**config.mk**
```make
export PLATFORM = sky130hd
export DESIGN_NAME = store_buffer
export DESIGN_NICKNAME = d
export VERILOG_FILES = /design/src/rtl/store_buffer.sv
export SDC_FILE = /design/constraint.sdc
export NUM_CORES = 1
export LEC_CHECK = 0
export ABC_AREA = 1
export ABC_CLOCK_PERIOD_IN_PS = 10100
export CORE_ASPECT_RATIO = 0.75
export CORE_MARGIN = 8
export CORE_UTILIZATION = 45
export DETAILED_ROUTE_END_ITERATION = 6
export GPL_TIMING_DRIVEN = 0
export MAX_ROUTING_LAYER = met4
export PLACE_DENSITY = 0.64
export SLEW_MARGIN = 20
export SYNTH_ARGS = -nofsm -noshare
export SYNTH_HDL_FRONTEND = slang
export SYNTH_SLANG_ARGS = --single-unit
```
**constraint.sdc**
```tcl
create_clock -name clock -period 10.1 [get_ports clock]
set_input_delay 2.02 -clock clock [delete_from_list [all_inputs] [get_ports clock]]
set_output_delay 2.02 -clock clock [all_outputs]
set_load 0.005 [all_outputs]
```
**src/rtl/store_buffer.sv**
```systemverilog
// rtl/store_buffer.sv - FIFO store buffer arbitrating the single data_memory port
//
// Purpose: queue stores from the memory stage and write them to data_memory
// one per cycle whenever no load is using the port. A load is stalled while
// any pending store overlaps its bytes, or when a store arrives in the same
// cycle.
//
// Ports:
//   clock, reset                 clock, synchronous active-high reset
//   st_valid/st_addr/st_data/st_size, st_ready   store request and acceptance
//   ld_valid/ld_addr/ld_size, ld_stall           load request and stall
//   addr_mem/wdata_mem/rd_wr_mem/mem_wr          data_memory port
//   sb_empty, sb_count                           occupancy status
module store_buffer #(
  parameter int DEPTH = 4,
  parameter int CNT_W = $clog2(DEPTH) + 1
) (
  input  logic             clock,
  input  logic             reset,
  input  logic             st_valid,
  input  logic [31:0]      st_addr,
  input  logic [31:0]      st_data,
  input  logic [2:0]       st_size,
  output logic             st_ready,
  input  logic             ld_valid,
  input  logic [31:0]      ld_addr,
  input  logic [2:0]       ld_size,
  output logic             ld_stall,
  output logic [31:0]      addr_mem,
  output logic [31:0]      wdata_mem,
  output logic [2:0]       rd_wr_mem,
  output logic             mem_wr,
  output logic             sb_empty,
  output logic [CNT_W-1:0] sb_count
);

  localparam int PTR_W = $clog2(DEPTH);

  localparam logic [2:0] LB_SB = 3'b000;
  localparam logic [2:0] LH_SH = 3'b001;
  localparam logic [2:0] LW_SW = 3'b010;
  localparam logic [2:0] LHU   = 3'b101;

  logic [31:0]      addr_q [DEPTH];
  logic [31:0]      data_q [DEPTH];
  logic [2:0]       size_q [DEPTH];
  logic [PTR_W-1:0] head;
  logic [PTR_W-1:0] tail;
  logic [CNT_W-1:0] count;

  logic             hazard;
  logic             enq;
  logic             drain;
  logic [PTR_W-1:0] offset;
  logic [32:0]      ld_end;

  // Last byte address of an access, in 33 bits so a range never wraps past
  // the top of the address space. Unknown size codes behave as one byte.
  function automatic logic [32:0] span_end(input logic [31:0] a, input logic [2:0] s);
    logic [32:0] len;
    case (s)
      LH_SH, LHU: len = 33'd2;
      LW_SW:      len = 33'd4;
      default:    len = 33'd1;
    endcase
    return {1'b0, a} + len - 33'd1;
  endfunction

  // An entry is live when its distance from head is below count.
  always_comb begin
    hazard = 1'b0;
    offset = '0;
    ld_end = span_end(ld_addr, ld_size);
    for (int i = 0; i < DEPTH; i++) begin
      offset = PTR_W'(i) - head;
      if ((CNT_W'(offset) < count) &&
          ({1'b0, addr_q[i]} <= ld_end) &&
          ({1'b0, ld_addr} <= span_end(addr_q[i], size_q[i])))
        hazard = 1'b1;
    end
  end

  assign st_ready = !reset && (count < CNT_W'(DEPTH));
  assign ld_stall = !reset && ld_valid && (hazard || st_valid);
  assign enq      = st_valid && st_ready;
  assign sb_empty = (count == '0);
  assign sb_count = count;

  // Port priority: unstalled load, then drain of head, else idle.
  always_comb begin
    addr_mem  = '0;
    wdata_mem = '0;
    rd_wr_mem = LB_SB;
    mem_wr    = 1'b0;
    drain     = 1'b0;
    if (!reset) begin
      if (ld_valid && !ld_stall) begin
        addr_mem  = ld_addr;
        rd_wr_mem = ld_size;
      end else if (count != '0) begin
        addr_mem  = addr_q[head];
        wdata_mem = data_q[head];
        rd_wr_mem = size_q[head];
        mem_wr    = 1'b1;
        drain     = 1'b1;
      end
    end
  end

  always_ff @(posedge clock) begin
    if (reset) begin
      head  <= '0;
      tail  <= '0;
      count <= '0;
    end else begin
      if (enq) begin
        addr_q[tail] <= st_addr;
        data_q[tail] <= st_data;
        size_q[tail] <= st_size;
        tail         <= tail + PTR_W'(1);
      end
      if (drain)
        head <= head + PTR_W'(1);
      count <= count + CNT_W'(enq) - CNT_W'(drain);
    end
  end

endmodule
```
# == Yosys cells after proc, flatten, opt, wreduce, memory -nomap -nowiden ==
# Memory sizes are Yosys's and may differ from the RTL's. A register that Yosys moved wholly into a read port is not among the register bits.
# Index checks and enable logic that the tools add are counted.
# W data, S select, Z words.
# classes
addsub,18
order_cmp,13
eq_ne,15
n_mux,30
reduce_logical,23
# ops
operator,n
$le A32 B33 Y1,8
$mux W32,6
$add A32 B33 Y33,5
$sub A33 B1 Y33 const B,5
$pmux W3 S2,5
$eq A3 B1 Y1 const B,5
$eq A3 B2 Y1 const B,5
$eq A3 B3 Y1 const B,5
$logic_and A1 B1 Y1,13
$lt A2 B3 Y1,4
$mux W2,6
$mux W1,10
$reduce_or A2 Y1,5
$mux W3,3
$add A2 B1 Y2 const B,2
$sub A1 B2 Y2 const A,2
$sub A2 B2 Y2 const A,2
$add A3 B1 Y3,1
$logic_not A3 Y1,1
$lt A3 B3 Y1 const B,1
$reduce_bool A3 Y1,1
$sub A3 B1 Y3,1
$logic_not A1 Y1,2
$logic_or A1 B1 Y1,1
# totals
reg_bits,7
ram_bits,268
input_bits,106
word_cells,105
n_memories,3
# memory_table
memory,depth,width,rd,rd_ports_with_merged_regs,wr,line_no,text
addr_q,4,32,5,1,1,44,logic [31:0] addr_q [DEPTH];
data_q,4,32,1,1,1,45,logic [31:0] data_q [DEPTH];
size_q,4,3,5,1,1,46,logic [2:0] size_q [DEPTH];

# == Longest topological paths before layout ==
# Gate-level depths: netlist of run 1.
# logic_depth
word_depth,20
ltp_mapped,50
ltp_nobuf,49

# == Worst setup path before layout of run 1 ==
# OpenSTA, ideal clock, no wires.
# synth_path
path_type,input to output
start,input ld_size[0]
end,output wdata_mem[22]
arrival_ns,6.268
t_required_ns,8.080
setup_slack_ns,1.812
stages,36
cell_sequence,inv_1 -> or2_2 -> ha_1 -> inv_1 -> ha_1 -> inv_1 -> fa_1 -> inv_1 -> nand3_1 -> nand3_2 -> nand2_2 -> nand2_2 -> nand3_1 -> nand2_1 -> nand3_1 -> nand2_1 -> nand3_1 -> nand2_1 -> nand3_1 -> nand2_1 -> a21oi_1 -> xor2_1 -> ha_1 -> nand2_1 -> nor4_1 -> nand3_1 -> nor4_1 -> nand4_1 -> nand2_1 -> nand2_1 -> nand2_1 -> o21bai_4 -> nand2_4 -> nand2_1 -> buf_2 -> nor3_1
# synth_via
elab_chain_len,18
word_cells_on_any_way,29
classes_between,add/sub (2); order compare (4); eq/ne (3); mux (7); reduce/logical (13)
# synth_lines
item,line_no,text
"start, declared",27,"input logic [2:0] ld_size,"
$eq A3 B1 Y1 / $eq A3 B3 Y1 (equally long branches),61,case (s)
$reduce_or A2 Y1,61,
$pmux W3 S2 (*),61,
$add A32 B33 Y33 (*),66,"return {1'b0, a} + len - 33'd1;"
$sub A33 B1 Y33 (*),66,
$le A32 B33 Y1,77,"({1'b0, addr_q[i]} <= ld_end) &&"
$logic_and A1 B1 Y1,76,if ((CNT_W'(offset) < count) &&
$logic_and A1 B1 Y1,77,
$mux W1 (3 in a row),76,
$mux W1 (*),76,
$logic_or A1 B1 Y1 (*),84,assign ld_stall = !reset && ld_valid && (hazard || st_valid);
$logic_and A1 B1 Y1 (*),84,
$logic_not A1 Y1 (*),97,if (ld_valid && !ld_stall) begin
$logic_and A1 B1 Y1 (*),97,
$mux W32 (*),97,
$mux W32 (*),96,if (!reset) begin
"end, declared",30,"output logic [31:0] wdata_mem,"
# Every way passes the cells marked *; elsewhere a longest branch is shown, timed or not.

# == Worst setup path in the final report of run 1 ==
# layout_path
start,input ld_addr[0]
end,output addr_mem[21]
# layout_via
elab_chain_len,15
word_cells_on_any_way,28
classes_between,add/sub (2); order compare (8); mux (6); reduce/logical (12)
# layout_lines
item,line_no,text
"start, declared",26,"input logic [31:0] ld_addr,"
$add A32 B33 Y33,66,
$sub A33 B1 Y33,66,
$le A32 B33 Y1,77,
$logic_and A1 B1 Y1,76,
$logic_and A1 B1 Y1,77,
$mux W1 (3 in a row),76,
$mux W1 (*),76,
$logic_or A1 B1 Y1 (*),84,
$logic_and A1 B1 Y1 (*),84,
$logic_not A1 Y1 (*),97,
$logic_and A1 B1 Y1 (*),97,
$mux W32 (*),97,
$mux W32 (*),96,
"end, declared",29,"output logic [31:0] addr_mem,"
# Marks and branches as above.

==> results.ini, run 1 <==
[outcome]
status=finished with violations
violations=DRC

[power]
p_total_mw=5.27
combPwrFrac=0.513
pwr-share-clk=0.227
p_switching_mw=2.38
seqPwrFrac=0.260
vdd_drop_max_mv=0.154
p_leak_nw=13.9
power_density_nw_per_um2=174
swShare=0.451
internal_power_mw=2.89

[cells_and_area]
final_cell_mix=nand2_1, ha_1, inv_1, a21oi_1, edfxtp_1
multi_input_area_sq_um=16000
post-route-util=0.540
drive_gt1_frac=0.0613
seqCellArea_sq_um=8230
layout.nets=3929
mostFrequentLayoutCell=nand2_1
postLayoutCellArea_sq_um=30200
area_growth_pct=18.3
fillCellCount=5178

[sta]
finClkSkew_ns=0.0165
fin_crit_sh=0.999
relSlewSlack=0.255
finalHoldViolations=0
tns_ns=0
worstMarginPinSlew_ns=1.12
setup_viol=0
max_freq_mhz=99.1
period_minus_slack_ns=10.09
maxSlewViolCount=0

[floorplan]
die_area_sq_um=64800
die_h_um=222
fp-row-count=75
die_x_um=291
fp.coreArea_sq_um=56000
initial_core_util=0.456
ios=180

[route]
avgViaCountPerCell=5.99
wire_per_inst_um=25.7
drc_errors=4
firstDrtPassIters=7
vias=24821
wirelength_um=107000
antenna_left=0
drt-initial-drc-count=2836

[logic_synthesis]
synth_edf_count=268
syn_area_sq_um=25600
syn_inst=3150
ys.warnings.count=0
postSynthAreaPerCell_sq_um=8.12
netlist_top_cells_area=edfxtp_1, ha_1, nand2_1, a21oi_1, inv_1
synth_cell_type_count=56
ys_seq_area_frac=0.322
yosysTopAreaCellShare=0.315
ys_ff_latch=277
ys_async_sr_fraction=0
ys.flop_type=edfxtp_1
synth_top_area_cell=edfxtp_1
synth_fp_nets=3691

[setup_path]
startpoint_type=input port
crit_top_cell=nand2_1
required_ns=8.08
worstReg2RegStart=size_q[2][1]
reg2reg_to=sb_count[2]
path_max_fanout=10
worst_ep_arrival_time_ns=8.07
slowest_stage=nor4_2
cp-startpoint=ld_addr[0]
slowest_delay_ns=0.56
crit_path_end=addr_mem[21]
critPathKind=input port to primary output
endpoint_kind=primary output
r2r_slack_ns=1.70
r2r_cells=48

[clocking]
cts_buffers=30
htreeDepth=1
cts_buffer_depth=3
cts_sinks=277
postCtsHoldBufs=0
clkLatencyLatePin_ns=0.60
cts.clk_slew.worst_paths_ns=0.06
cts_tree=yes
clockRootBuffer=clkbuf_16

[global_routing]
grt_start_max_net_pins=24
antenna_found_initial=4
grt_pass1_vias=23736
grt_usage=0.322
grt_pass1_wl_um=153000
grt_overflow_total=0

[worst_hold_path]
worstHoldPathType=register to register
hold_path_depth=2

[place]
post_dp_cell_area_sq_um=28600
post-dp-hpwl_um=87900
routabilityCongestion=1.08
io_buffer_count=177

[flow_run]
max-cap-violations=0

## cell families after synthesis
family,share of synthesized area
fa+ha+maj,0.215
buf+inv,0.0708
simple gates,0.186
flops,0.322
xor+xnor,0.0497
compound gates,0.158
## how the worst min path moves through the flow
stage                  from      end
CTS                 tail[1]  tail[1]
floorplan           tail[1]  tail[1]
global placement    tail[1]  tail[1]
global route        tail[1]  tail[1]
detailed placement  tail[1]  tail[1]
finish              tail[1]  tail[1]
## stage by stage
| stage | setup slack [ns] | hold WS [ns] | std cells |
|---|---|---|---|
| after global placement | -1.60 | 0.507 | 4058 |
| after detailed placement | -1.60 | 0.529 | 4071 |
| final | 0.0121 | 0.540 | 4145 |
| after global routing | -0.0322 | 0.572 | 4145 |
| after CTS | -0.187 | 0.538 | 4134 |
| after floorplan | 1.81 | 0.490 | 3150 |
## area by class of cell
type,instances,area share
multi-input combinational,2397,0.529
sequential,277,0.272
timing repair buffer,206,0.0718
inverter,405,0.0503
tap,731,0.0302
clock buffer,30,0.0248
buffer,71,0.0114
clock inverter,25,0.00993
antenna,3,0.000248
## power groups by stage
stage / clock (mW) / combinational (mW) / sequential (mW)
after floorplan: 0 / 1.46 / 1.38
after global placement: 0 / 2.48 / 1.40
after detailed placement: 0 / 2.55 / 1.39
after CTS: 1.21 / 2.60 / 1.37
after global routing: 1.25 / 2.90 / 1.37
final: 1.20 / 2.70 / 1.37
## cells in the mapped netlist, types with 7 or more instances
library cell	n
a21oi_1	325
o21a_1	7
ha_1	429
xor2_1	69
nor3_1	72
a21o_1	21
a211oi_1	19
a21boi_0	10
o21bai_1	21
dfxtp_1	9
a32o_1	33
edfxtp_1	268
a31oi_1	23
nor4_1	21
nor2_1	194
o21ai_1	11
nand3_1	128
xnor2_1	76
clkbuf_1	61
nand2_2	9
inv_1	403
nand2_1	617
nand4_1	45
o21ai_0	198
## sequential cells by signal (all words and copies together), names as in the netlist, named ones only
register and flops:
data_q 128, addr_q 128, head 2, tail 2, sb_count 3, size_q 12
## routing by layer
layer  routed length [um]  vias to the layer above  track usage
li1                     -                    11471            -
met1                47600                    11897        0.466
met2                43300                     1302        0.452
met3                13100                      151       0.0724
met4                 2690                        0       0.0754
met5                    0                        -            -
## worst max-delay path: cells and delay by family
| kind | cells | cell delay (ns) |
|---|---|---|
| xor+xnor | 1 | 0.20 |
| buf+inv | 8 | 1.55 |
| compound gates | 6 | 1.51 |
| fa+ha+maj | 4 | 0.98 |
| simple gates | 12 | 1.75 |
## timing repair
item                                    CTS  global route
cloned                                    1             0
resized for setup                       162            54
pin swaps                                11            20
buffers inserted                          7             8
endpoints found under the setup margin   69            69
hold endpoints to repair                  0             0
Power figures use the tool's default switching activity.
==> inputs of run 2 (changes only) <==
--- a/config.mk
+++ b/config.mk
@@ -14,6 +14,7 @@
 export GPL_TIMING_DRIVEN = 0
 export MAX_ROUTING_LAYER = met4
 export PLACE_DENSITY = 0.64
+export SETUP_SLACK_MARGIN = 0.5
 export SLEW_MARGIN = 20
 export SYNTH_ARGS = -nofsm -noshare
 export SYNTH_HDL_FRONTEND = slang
==> run 2 against run 1 <==
Effect of this change: the flow now finishes without violations; routed wire length is 0.47% higher; utilization is 0.72 points higher; cell count increased by 0.53%; sequential power about the same; combinational power increased by 2%; count of clock-buffer cells in the layout did not move; first-iteration DRC count rose by 0.25%; critical path depth is 2 higher; critical path type unchanged; critical endpoint is now addr_mem[28]; highest routed layer unchanged.
==> results.ini, run 2 (synthesized netlist as in run 1, its figures left out) <==
[global_routing]
antenna_found_initial=4
grt_pass1_vias=23935
grt_start_max_net_pins=24
grt_pass1_wl_um=153000
grt_overflow_total=0
grt_usage=0.323

[clocking]
cts_tree=yes
cts_buffers=30
cts_sinks=277
cts_buffer_depth=3
cts.clk_slew.worst_paths_ns=0.06
htreeDepth=1
clockRootBuffer=clkbuf_16
clkLatencyLatePin_ns=0.60

[route]
drc_errors=0
vias=25096
drt-initial-drc-count=2843
wirelength_um=107000
firstDrtPassIters=6
wire_per_inst_um=25.7
antenna_left=0
avgViaCountPerCell=6.02

[floorplan]
fp.coreArea_sq_um=56000
die_h_um=222
die_area_sq_um=64800
die_x_um=291
fp-row-count=75
initial_core_util=0.456
ios=180

[power]
power_density_nw_per_um2=174
vdd_drop_max_mv=0.154
p_total_mw=5.32
p_leak_nw=13.9

[cells_and_area]
mostFrequentLayoutCell=nand2_1
fillCellCount=5141
postLayoutCellArea_sq_um=30700
final_cell_mix=nand2_1, ha_1, inv_1, a21oi_1, edfxtp_1
drive_gt1_frac=0.0871
area_growth_pct=19.9
layout.nets=3950
post-route-util=0.547
top_regs=addr_q x128, data_q x128, size_q x12

[sta]
maxSlewViolCount=0
setup_viol=0
worstMarginPinSlew_ns=1.08
max_freq_mhz=104
rsz0062_at_grt=yes
finClkSkew_ns=0.0157
tns_ns=0
fin_crit_sh=0.949
timing.hold.ws_ns=0.539
period_minus_slack_ns=9.58
finalHoldViolations=0
relSlewSlack=0.282

[setup_path]
r2r_slack_ns=2.27
required_ns=8.08
slowest_delay_ns=0.53
r2r_cells=46
path_max_fanout=9
slowest_stage=clkdlybuf4s50_1
worstReg2RegStart=size_q[2][1]
crit_top_cell=nand2_1
worst_ep_arrival_time_ns=7.56
startpoint_type=input port
reg2reg_to=sb_count[2]
critPathKind=input port to primary output
endpoint_kind=primary output

[place]
post_dp_cell_area_sq_um=28600
routabilityCongestion=1.08
post-dp-hpwl_um=87900
io_buffer_count=177

[worst_hold_path]
hold-path-endpoint=tail[1]
hold_path_depth=2
hp-start=tail[1]
worstHoldPathType=register to register

[flow_run]
max-cap-violations=0

[outcome]
status=finished clean

-- run 2: report_power, final --
group	leakage (nW)	internal (mW)	switching [mW]
clock	0.517	0.681	0.520
combinational	10.9	0.919	1.83
sequential	2.50	1.32	0.0464
total	13.9	2.92	2.40
-- run 2: layer usage --
layer | vias up | wire length, um | global-route usage
met1 | 12012 | 47600 | 0.462
met2 | 1393 | 43600 | 0.454
met5 | - | 0 | -
met4 | 0 | 2900 | 0.0791
met3 | 171 | 13100 | 0.0774
li1 | 11520 | - | -
-- run 2: area by class of cell --
class                           count  area [sq um]  share of cell area
Antenna cell                        4          10.0            0.000327
Buffer                             71           360              0.0118
Clock buffer                       30           751              0.0245
Clock inverter                     25           300             0.00980
Inverter                          405          1530              0.0498
Multi-Input combinational cell   2397         16400               0.534
Sequential cell                   277          8230               0.268
Tap cell                          731           915              0.0298
Timing Repair Buffer              227          2210              0.0720
-- run 2: critical path, delay by kind of cell --
kind	cells	cell delay, ns
compound gates	6	1.24
xor+xnor	1	0.12
buf+inv	8	1.41
simple gates	14	1.85
fa+ha+maj	4	0.88
-- run 2: repair_timing --
action | CTS | global route
pin swaps | 25 | 33
buffers inserted | 14 | 22
resized for setup | 213 | 139
gates cloned | 0 | 1
hold buffers | 0 | 0
setup endpoints to repair | 71 | 69
-- run 2: worst max-delay path by stage --
stage          cells after the start            end  slack (ns)       start
2_1_floorplan                     36  wdata_mem[22]        1.81  ld_size[0]
3_3_place_gp                      28   addr_mem[19]       -1.60  ld_size[0]
3_5_place_dp                      30   addr_mem[20]       -1.60  ld_size[0]
4_1_cts                           37   addr_mem[28]        0.43  ld_size[0]
5_1_grt                           40   addr_mem[28]        0.39  ld_size[0]
6_report                          33   addr_mem[28]        0.52  ld_size[2]
-- run 2: per-stage QoR --
step	instances	worst slack (ns)
2_1_floorplan	3150	1.81
3_3_place_gp	4058	-1.60
3_5_place_dp	4071	-1.60
4_1_cts	4140	0.434
5_1_grt	4166	0.387
6_report	4167	0.519
